--- src/rtl/gsim_param.sv ---
// gsim_param: Gauss-Seidel solver for the banded system
//   20*x_i = b_i + 13(x_{i-1}+x_{i+1}) - 6(x_{i-2}+x_{i+2}) + (x_{i-3}+x_{i+3})
// It loads N signed integer b values, runs whole sweeps (one row per clock)
// until the sweep target or the tolerance is reached, then streams x out in
// signed Q.16 with a valid/ready handshake.
//
// Ports
//   clk        clock
//   reset      asynchronous active-high reset
//   in_en      b_in valid this cycle (ignored in CALC and OUT)
//   b_in       signed b element, b[0] first
//   iter_in    sweep target, sampled with b[0]; 0 selects MAX_ITER
//   tol_en     early-stop enable, sampled with b[0]
//   tol_in     unsigned Q.16 convergence threshold, sampled with b[0]
//   out_ready  downstream accepts x_out
//   out_valid  x_out holds a result element
//   x_out      signed Q.16 solution element, x[0] first
//   busy       high while loading, solving or streaming
//   iters_used completed sweeps (valid with out_valid)
//   converged  sweeps ended on tolerance (valid with out_valid)
module gsim_param #(
  parameter int N        = 16,
  parameter int B_W      = 16,
  parameter int X_W      = 32,
  parameter int MAX_ITER = 100
) (
  input  logic           clk,
  input  logic           reset,
  input  logic           in_en,
  input  logic [B_W-1:0] b_in,
  input  logic [15:0]    iter_in,
  input  logic           tol_en,
  input  logic [X_W-1:0] tol_in,
  input  logic           out_ready,
  output logic           out_valid,
  output logic [X_W-1:0] x_out,
  output logic           busy,
  output logic [15:0]    iters_used,
  output logic           converged
);

  localparam int IW = $clog2(N);
  localparam int CW = $clog2(N + 1);
  localparam int SW = X_W + 8;

  localparam logic [1:0] S_IDLE = 2'd0;
  localparam logic [1:0] S_LOAD = 2'd1;
  localparam logic [1:0] S_CALC = 2'd2;
  localparam logic [1:0] S_OUT  = 2'd3;

  localparam logic [CW-1:0] CNT_LAST = CW'(N - 1);
  localparam logic [CW-1:0] CNT_FULL = CW'(N);

  localparam logic signed [SW-1:0] K1  = SW'(1);
  localparam logic signed [SW-1:0] K6  = SW'(6);
  localparam logic signed [SW-1:0] K13 = SW'(13);
  localparam logic signed [SW-1:0] K20 = SW'(20);

  // Division by 20 rounding toward negative infinity, truncated to X_W bits.
  function automatic logic signed [X_W-1:0] div20_floor(input logic signed [SW-1:0] s);
    logic signed [SW-1:0] q;
    logic signed [SW-1:0] r;
    q = s / K20;
    r = s - q * K20;
    if (r[SW-1]) q = q - K1;
    return q[X_W-1:0];
  endfunction

  function automatic logic signed [SW-1:0] sx(input logic signed [X_W-1:0] v);
    return {{(SW - X_W){v[X_W-1]}}, v};
  endfunction

  logic [1:0]            state_q, state_d;
  logic [CW-1:0]         cnt_q;
  logic signed [B_W-1:0] b_q [N];
  logic signed [X_W-1:0] x_q [N];
  logic [15:0]           target_q, iters_q;
  logic                  tol_en_q;
  logic [X_W-1:0]        tol_q;
  logic [X_W:0]          md_q;
  logic                  out_valid_q, conv_q;
  logic [X_W-1:0]        x_out_q;

  logic signed [X_W-1:0] nb_lo [3];
  logic signed [X_W-1:0] nb_hi [3];
  logic signed [B_W-1:0] b_row;
  logic signed [SW-1:0]  b_ext, acc;
  logic signed [X_W-1:0] x_new, x_old;
  logic signed [X_W:0]   dlt;
  logic [X_W:0]          adl, md_now;
  logic                  last_row, hit_target, hit_tol, stop;

  // Row neighbours; out-of-range indices never match and so read as zero.
  always_comb begin
    for (int k = 0; k < 3; k++) begin
      nb_lo[k] = '0;
      nb_hi[k] = '0;
    end
    for (int i = 0; i < N; i++) begin
      for (int k = 0; k < 3; k++) begin
        if (int'(cnt_q) - k - 1 == i) nb_lo[k] = x_q[i];
        if (int'(cnt_q) + k + 1 == i) nb_hi[k] = x_q[i];
      end
    end
  end

  assign b_row = b_q[cnt_q[IW-1:0]];
  assign x_old = x_q[cnt_q[IW-1:0]];
  assign b_ext = $signed({{(SW - B_W){b_row[B_W-1]}}, b_row}) <<< 16;
  assign acc   = b_ext
               + K13 * (sx(nb_lo[0]) + sx(nb_hi[0]))
               - K6  * (sx(nb_lo[1]) + sx(nb_hi[1]))
               + sx(nb_lo[2]) + sx(nb_hi[2]);
  assign x_new = div20_floor(acc);

  assign dlt    = $signed({x_new[X_W-1], x_new}) - $signed({x_old[X_W-1], x_old});
  assign adl    = dlt[X_W] ? -dlt : dlt;
  assign md_now = (adl > md_q) ? adl : md_q;

  assign last_row   = (cnt_q == CNT_LAST);
  assign hit_target = ((iters_q + 16'd1) == target_q);
  assign hit_tol    = tol_en_q && (md_now <= {1'b0, tol_q});
  assign stop       = last_row && (hit_target || hit_tol);

  always_comb begin
    state_d = state_q;
    case (state_q)
      S_IDLE:  if (in_en) state_d = S_LOAD;
      // One settling cycle after the last b before the first row is solved.
      S_LOAD:  if (cnt_q == CNT_FULL) state_d = S_CALC;
      S_CALC:  if (stop) state_d = S_OUT;
      S_OUT:   if (out_valid_q && out_ready && last_row) state_d = S_IDLE;
      default: state_d = S_IDLE;
    endcase
  end

  always_ff @(posedge clk or posedge reset) begin
    if (reset) begin
      state_q     <= S_IDLE;
      cnt_q       <= '0;
      target_q    <= '0;
      iters_q     <= '0;
      tol_en_q    <= 1'b0;
      tol_q       <= '0;
      md_q        <= '0;
      out_valid_q <= 1'b0;
      conv_q      <= 1'b0;
      x_out_q     <= '0;
    end else begin
      state_q <= state_d;
      case (state_q)
        S_IDLE: if (in_en) begin
          cnt_q    <= CW'(1);
          target_q <= (iter_in == 16'd0) ? 16'(MAX_ITER) : iter_in;
          tol_en_q <= tol_en;
          tol_q    <= tol_in;
          iters_q  <= '0;
          conv_q   <= 1'b0;
          md_q     <= '0;
        end
        S_LOAD: begin
          if (cnt_q == CNT_FULL) cnt_q <= '0;
          else if (in_en)        cnt_q <= cnt_q + 1'b1;
        end
        S_CALC: begin
          if (last_row) begin
            iters_q <= iters_q + 16'd1;
            md_q    <= '0;
            cnt_q   <= '0;
            if (stop) conv_q <= hit_tol;
          end else begin
            cnt_q <= cnt_q + 1'b1;
            md_q  <= md_now;
          end
        end
        S_OUT: begin
          // First OUT cycle primes x_out with x[0]; valid rises after it.
          if (!out_valid_q) begin
            out_valid_q <= 1'b1;
            x_out_q     <= x_q[0];
          end else if (out_ready) begin
            if (last_row) begin
              out_valid_q <= 1'b0;
              cnt_q       <= '0;
            end else begin
              cnt_q   <= cnt_q + 1'b1;
              x_out_q <= x_q[cnt_q[IW-1:0] + 1'b1];
            end
          end
        end
        default: ;
      endcase
    end
  end

  // b and x storage carry no reset; x is cleared when a new problem starts.
  always_ff @(posedge clk) begin
    if (state_q == S_IDLE && in_en) begin
      b_q[0] <= b_in;
      for (int i = 0; i < N; i++) x_q[i] <= '0;
    end else if (state_q == S_LOAD && in_en && cnt_q != CNT_FULL) begin
      b_q[cnt_q[IW-1:0]] <= b_in;
    end else if (state_q == S_CALC) begin
      x_q[cnt_q[IW-1:0]] <= x_new;
    end
  end

  assign out_valid  = out_valid_q;
  assign x_out      = x_out_q;
  assign busy       = (state_q != S_IDLE);
  assign iters_used = iters_q;
  assign converged  = conv_q;

endmodule
--- config.mk ---
export PLATFORM = sky130hd
export DESIGN_NAME = gsim_param
export DESIGN_NICKNAME = d
export VERILOG_FILES = /design/src/rtl/gsim_param.sv
export SDC_FILE = /design/constraint.sdc
export NUM_CORES = 2
export LEC_CHECK = 0
export ABC_CLOCK_PERIOD_IN_PS = 49400
export BUFFER_PORTS_ARGS = -buffer_cell sky130_fd_sc_hd__buf_4
export CORE_MARGIN = 2
export CORE_UTILIZATION = 45
export CTS_CLUSTER_DIAMETER = 50
export DETAILED_ROUTE_END_ITERATION = 16
export PLACE_DENSITY_LB_ADDON = 0.05
export REMOVE_ABC_BUFFERS = 1
export SLEW_MARGIN = 20
export SYNTH_ARGS = -nofsm -noshare
export SYNTH_HDL_FRONTEND = slang
export SYNTH_SLANG_ARGS = --single-unit
--- constraint.sdc ---
create_clock -name clk -period 49.4 [get_ports clk]
set_input_delay 4.94 -clock clk [delete_from_list [all_inputs] [get_ports clk]]
set_output_delay 4.94 -clock clk [all_outputs]
set_load 0.1 [all_outputs]
* Word-level counts from Yosys, hierarchy flattened
Memory sizes are Yosys's and may differ from the RTL's. Index checks and enable logic that the tools add are counted.
Storage, ports and cells: flip-flop bits (word level) 139, RAM bits 768, memories kept 2, logic and storage cells 316, output and inout port bits 51
Memories:
- x_q | depth 16, width 32, rd ports 18, clocked after Yosys merged registers in 0, wr ports 16, RTL line 76 | logic signed [X_W-1:0] x_q [N];
- b_q | depth 16, width 16, rd ports 1, clocked after Yosys merged registers in 0, wr ports 1, RTL line 75 | logic signed [B_W-1:0] b_q [N];
Cells by class: $add $sub $neg 21, eq/ne operators 107, reduce and logical (&&, ||, !) cells 27, order comparisons 2, divide/modulo/power cells 1, multipliers 3, mux-type cells 143
Operators by type and width (number):
- $mux W32 | 101
- $eq A32 B5 Y1 const B | 22
- $eq A32 B4 Y1 const B | 12
- $eq A32 B3 Y1 const B | 6
- $logic_not A32 Y1 | 6
- $mux W33 | 4
- $eq A7 B5 Y1 const B | 16
- $eq A32 B2 Y1 const B | 3
- $add A40 B32 Y40 | 2
- $eq A7 B4 Y1 const B | 10
- $add A32 B32 Y33 | 2
- $pmux W33 S2 | 1
- $mux W16 | 4
- $eq A6 B5 Y1 const B | 8
- $div A40 B6 Y40 const B | 1
- $mul A40 B4 Y38 const B | 1
- $sub A39 B37 Y40 | 1
- $sub A40 B40 Y40 | 1
- $add A32 B38 Y39 | 1
- $mul A5 B33 Y38 const A | 1
- $mul A3 B33 Y36 const A | 1
- $gt A33 B33 Y1 | 1
- $le A33 B32 Y1 | 1
- $neg A33 Y33 | 1
- other kinds (42) | 97

* Logic depth before layout (Yosys ltp)
depth in word-level cells 40, depth in mapped cells 269, gate-level depth less buffers 246

* Least setup slack after synthesis
Ideal clock, no wire load.
path kind reg2reg, from register cnt_q[0], to register state_q[1], buffers on the path 21, path slack 3652 ps, arrival 45623 ps, setup time 125 ps, period minus slack after synthesis 45748 ps, cell stages (with the launch flop) 258, data required time 49275 ps, path through dfrtp_1 clkbuf_1 clkbuf_1 clkbuf_1 clkbuf_1 clkbuf_1 inv_1 ha_1 clkbuf_1 xnor2_1 nand2_1 nor2_1 o21a_1 clkbuf_1 and4b_1 clkbuf_1 clkbuf_1 a22oi_1 [222 not listed] nor2b_1 o21a_1 o21ai_0 nand2b_1 a21oi_1 o21ai_0 nand2_1 o211ai_1 a221oi_1 o21ai_0 a21o_1 a21o_1 a21oi_1 a31oi_1 nor3b_1 or2_2 nand4_1 mux2_2
On the way: word-level cells in the longest chain between the ends 39
RTL lines:
- from (decl) | RTL line 74 | logic [CW-1:0] cnt_q;
- from (signal assigned) | RTL line 163 | else if (in_en) cnt_q <= cnt_q + 1'b1;
- from (signal assigned) | RTL line 172 | cnt_q <= cnt_q + 1'b1;
- from (signal assigned) | RTL line 186 | cnt_q <= cnt_q + 1'b1;
- $sub A5 B1 Y6 / $add A5 B1 Y6 (equally long branches) | RTL line 101, 102
- $logic_not A32 Y1, or another cell as far along | RTL line 101 | if (int'(cnt_q) - k - 1 == i) nb_lo[k] = x_q[i];
- $mux W32, or another cell as far along | RTL line 101
- $mux W32, on equally long branches (15 in series) | RTL line 101, 102
- $add A32 B32 Y33, or another cell as far along | RTL line 111 | + K13 * (sx(nb_lo[0]) + sx(nb_hi[0]))
- $mul A5 B33 Y38 / $add A32 B32 Y33 (equally long branches) | RTL line 111, 112
- $add A32 B38 Y39 / $mul A3 B33 Y36 (equally long branches) | RTL line 111, 112
- $sub A39 B37 Y40 | RTL line 112 | - K6 * (sx(nb_lo[1]) + sx(nb_hi[1]))
- [6 not listed]
- net x_new[2] | RTL line 88 | logic signed [X_W-1:0] x_new, x_old;
- [3 not listed]
- $gt A33 B33 Y1 | RTL line 118 | assign md_now = (adl > md_q) ? adl : md_q;
- $mux W33 (*) | RTL line 118
- $le A33 B32 Y1 (*) | RTL line 122 | assign hit_tol = tol_en_q && (md_now <= {1'b0, tol_q});
- $logic_and A1 B1 Y1 (*) | RTL line 122
- $logic_or A1 B1 Y1 (*) | RTL line 123 | assign stop = last_row && (hit_target || hit_tol);
- $logic_and A1 B1 Y1 (*) | RTL line 123
- $ne A2 B2 Y1 (no line) (*)
- $reduce_and A4 Y1 (no line) (*)
- to (signal assigned) | RTL line 150 | state_q <= state_d;
- to (decl) | RTL line 73 | logic [1:0] state_q, state_d;
Mark *: on every way through the listed nets, which the timed path passes. The rest lies on a longest branch. A chain may end at the register's enable or synchronous reset.

* Worst setup path in the final report
from register cnt_q[1], to register state_q[1]
Same word-level chain as after synthesis.

==> summary.json <==
{
  "run_status": {"value": "finished clean"},
  "clock-skew-final": {"value": 0.0761, "unit": "ns"},
  "critical_path.max_fanout": {"value": 25},
  "crit_path_start_kind": {"value": "flop"},
  "numClockSinks": {"value": 907},
  "synth_seq_cells": {"value": 907},
  "grt_start_max_net_pins": {"value": 91},
  "holdCritPathClass": {"value": "reg -> reg"},
  "numPortBuffers": {"value": 119},
  "synth.cell_area": {"value": 92700, "unit": "um^2"},
  "timing.final.setup_violations": {"value": 0},
  "post_cts_hold_buffer_count": {"value": 0},
  "num_ports": {"value": 120},
  "hold_viol": {"value": 0},
  "crit_end_category": {"value": "flop"},
  "detail_route.first_pass.iterations": {"value": 9},
  "routed_wl": {"value": 435, "unit": "mm"},
  "cts.root.buffer_cell": {"value": "sky130_fd_sc_hd__clkbuf_16"},
  "initial_core_util": {"value": 0.453},
  "design.final.nets": {"value": 11500},
  "slew_headroom": {"value": 0.134},
  "hpwlAfterDp": {"value": 313, "unit": "mm"},
  "ys_types": {"value": 123},
  "final_min_period_over_clock_period": {"value": 0.939},
  "critPathArrivalTime": {"value": 47.12, "unit": "ns"},
  "h-tree-depth": {"value": 4},
  "detailedRoute.firstIterationViolations": {"value": 14300},
  "clk_path_buf_depth": {"value": 3},
  "via_count": {"value": 95500},
  "postSynth.topFlopCell": {"value": "sky130_fd_sc_hd__edfxtp_1"},
  "critPathRequiredTime": {"value": 50.12, "unit": "ns"},
  "row_count": {"value": 166},
  "grt_pass1_vias": {"value": 91800},
  "gr-total-overflow": {"value": 0},
  "path_class": {"value": "reg -> reg"},
  "max_cap_violations": {"value": 0},
  "detail-route-antenna-nets": {"value": 0},
  "critPathMaxStageDelay": {"value": 0.58, "unit": "ns"},
  "ys_seq_area_frac": {"value": 0.286},
  "synth.avg_cell_area": {"value": 8.48, "unit": "um^2"},
  "critical_path_buf_inv_count": {"value": 19},
  "globalRouteTotalUtil": {"value": 0.403},
  "worstSkewPairLatency": {"value": 0.85, "unit": "ns"},
  "full_die_area": {"value": 210000, "unit": "um^2"},
  "cts_buffers": {"value": 149},
  "max_slew.worst_pin.slew": {"value": 1.29, "unit": "ns"},
  "highest_clock_frequency_the_design_can_meet": {"value": 0.0216, "unit": "GHz"},
  "syn_to_final_growth": {"value": 12.0, "unit": "%"},
  "area_occupied_by_multi_input_gates": {"value": 62000, "unit": "um^2"},
  "tritoncts": {"value": "yes"},
  "sequential_cell_area": {"value": 26600, "unit": "um^2"},
  "synth_async_sr_flop_share": {"value": 0.153},
  "drc": {"value": 0},
  "slowest_stage": {"value": "sky130_fd_sc_hd__fa_1"},
  "core-area": {"value": 205000, "unit": "um^2"},
  "clkTransAtPathRegs": {"value": 0.06, "unit": "ns"},
  "final-max-slew-violation-count": {"value": 0},
  "routed_via_density": {"value": 7.02},
  "routabilityCongestion": {"value": 0.990},
  "antenna_found_initial": {"value": 29},
  "timing.critical_path.mode_cell": {"value": "sky130_fd_sc_hd__a21oi_1"},
  "final_hold_slack": {"value": 0.481, "unit": "ns"},
  "yosys_warning_count": {"value": 0},
  "fin_crit": {"value": 46.40, "unit": "ns"},
  "grt_pass1_wl": {"value": 629, "unit": "mm"},
  "edff_count_synth": {"value": 768},
  "final_layout_size_suffix_gt1_frac": {"value": 0.146},
  "wl_cell": {"value": 32.0, "unit": "um"},
  "die_h": {"value": 458, "unit": "um"},
  "dieWidth": {"value": 458, "unit": "um"},
  "cpLargestDelayFamily": {"value": "compound AO/OA/AOI/OAI gates"},
  "post_synth_inst_count": {"value": 10900},
  "fillCellCount": {"value": 19300}
}
## placed cells by master (no fill, tap or decap), types with 32 or more instances in the layout
cell / n
sky130_fd_sc_hd__a211oi_1: 366
sky130_fd_sc_hd__and3_1: 44
sky130_fd_sc_hd__nand2_1: 958
sky130_fd_sc_hd__a31oi_1: 76
sky130_fd_sc_hd__edfxtp_1: 768
sky130_fd_sc_hd__nand2b_1: 48
sky130_fd_sc_hd__nor2b_1: 87
sky130_fd_sc_hd__a221oi_1: 272
sky130_fd_sc_hd__buf_4: 575
sky130_fd_sc_hd__xnor2_1: 223
sky130_fd_sc_hd__nor2_1: 1512
sky130_fd_sc_hd__nand4_1: 69
sky130_fd_sc_hd__nor3_1: 78
sky130_fd_sc_hd__ha_1: 465
sky130_fd_sc_hd__a311oi_1: 51
sky130_fd_sc_hd__a21o_1: 61
sky130_fd_sc_hd__o21ai_0: 822
sky130_fd_sc_hd__a21oi_1: 965
sky130_fd_sc_hd__mux4_2: 368
sky130_fd_sc_hd__a22oi_1: 400
sky130_fd_sc_hd__o21bai_1: 96
sky130_fd_sc_hd__xor2_1: 125
sky130_fd_sc_hd__o21ai_1: 38
sky130_fd_sc_hd__nor4_1: 32
sky130_fd_sc_hd__o211ai_1: 308
sky130_fd_sc_hd__a22o_1: 37
sky130_fd_sc_hd__nand3_1: 206
sky130_fd_sc_hd__mux2i_1: 32
sky130_fd_sc_hd__dfrtp_1: 133
sky130_fd_sc_hd__clkbuf_16: 150
sky130_fd_sc_hd__fa_1: 160
sky130_fd_sc_hd__inv_1: 532
## metal layers
metal  wire length [um]  track usage  up-vias
met5                188            0        -
met3              46300       0.0905     1579
met2             191000        0.618     6455
met1             164000        0.514    46800
li1                   -            -    40600
met4              33800        0.259       28
## repair_timing
action,CTS,global route
endpoints found under the setup margin,0,36
gates resized for setup,0,156
setup buffers,0,42
hold endpoints to repair,0,0
## final cells by class
type                            count  area share
Sequential cell                   907       0.256
Timing Repair Buffer              591      0.0437
Clock inverter                    102      0.0132
Multi-Input combinational cell   8582       0.597
Tap cell                         2688      0.0324
Clock buffer                      169      0.0369
Antenna cell                       13    0.000313
Inverter                          550      0.0200
## synthesized netlist by cell type, types with 61 or more instances
library cell | count | area share
sky130_fd_sc_hd__o21ai_0 | 832 | 0.045
sky130_fd_sc_hd__buf_1 | 87 | 0.0035
sky130_fd_sc_hd__nor2b_1 | 88 | 0.0059
sky130_fd_sc_hd__o211ai_1 | 308 | 0.025
sky130_fd_sc_hd__xnor2_1 | 248 | 0.023
sky130_fd_sc_hd__a22oi_1 | 400 | 0.032
sky130_fd_sc_hd__a211oi_1 | 373 | 0.030
sky130_fd_sc_hd__nand4_1 | 69 | 0.0047
sky130_fd_sc_hd__nand3_1 | 215 | 0.012
sky130_fd_sc_hd__nor2_1 | 1552 | 0.063
sky130_fd_sc_hd__xor2_1 | 138 | 0.013
sky130_fd_sc_hd__nor3_1 | 94 | 0.0051
sky130_fd_sc_hd__edfxtp_1 | 768 | 0.25
sky130_fd_sc_hd__a21oi_1 | 995 | 0.054
sky130_fd_sc_hd__nand2_1 | 983 | 0.040
sky130_fd_sc_hd__inv_1 | 536 | 0.022
sky130_fd_sc_hd__fa_1 | 160 | 0.035
sky130_fd_sc_hd__mux4_2 | 368 | 0.089
sky130_fd_sc_hd__a31oi_1 | 93 | 0.0063
sky130_fd_sc_hd__dfrtp_1 | 139 | 0.038
sky130_fd_sc_hd__a221oi_1 | 276 | 0.026
sky130_fd_sc_hd__ha_1 | 473 | 0.064
sky130_fd_sc_hd__clkbuf_1 | 754 | 0.031
sky130_fd_sc_hd__a21o_1 | 61 | 0.0049
sky130_fd_sc_hd__o21bai_1 | 98 | 0.0079
## path summary, 6_finish.rpt
check	endpoint	depth (start not counted)	from	slack [ns]
worst max register to register	state_q[1]	231	cnt_q[1]	3.00
worst min-delay path	x_out[15]	2	x_out[15]	0.48
max in group asynchronous	tol_q[16]	4	reset	43.47
min in group asynchronous	iters_used[4]	2	reset	4.19
worst max-delay path	state_q[1]	231	cnt_q[1]	3.00
worst min register to register	x_out[15]	2	x_out[15]	0.48
## state kept, by name, indices dropped and copies added, names as in the netlist
| register | cells |
|---|---|
| state_q | 2 |
| tol_en_q | 1 |
| out_valid | 1 |
| cnt_q | 5 |
| x_out | 32 |
| x_q | 512 |
| md_q | 33 |
| converged | 1 |
| tol_q | 32 |
| b_q | 256 |
| iters_used | 16 |
| target_q | 16 |
## worst register-to-register path: cells and delay by family (launching register included)
kind / cells / cell delay, ns
mux: 6 / 1.56
buf+inv: 19 / 2.82
compound gates: 143 / 25.92
xor+xnor: 5 / 1.00
fa+ha+maj: 17 / 6.31
flops: 1 / 0.57
simple gates: 41 / 8.03
## cells by family (layout without fill, tap and decap cells)
logic type / Yosys count / after routing / share of synthesized area
compound gates: 3818 / 3818 / 0.268
simple gates: 3311 / 3311 / 0.154
buf+inv: 1449 / 1412 / 0.0597
flops: 907 / 907 / 0.286
fa+ha+maj: 634 / 634 / 0.0985
mux: 429 / 430 / 0.0964
xor+xnor: 389 / 389 / 0.0370
other cells: 0 / 13 / 0
## per-stage QoR
stage	setup WS [ns]	std cells	util	setup TNS, ns	cell area [um^2]
after floorplan	-15.32	10000	-	-2572.93	89200
after global placement	0.866	13300	0.476	0	97500
after detailed placement	0.512	13300	0.476	0	97500
after CTS	0.305	13500	0.501	0	103000
after global routing	-0.162	13600	0.507	-0.197	104000
final	3.00	13600	0.507	0	104000
Power is left out: the tool's default activity adds up to more than one toggle a clock period on the data nets, which glitch-free logic cannot reach.
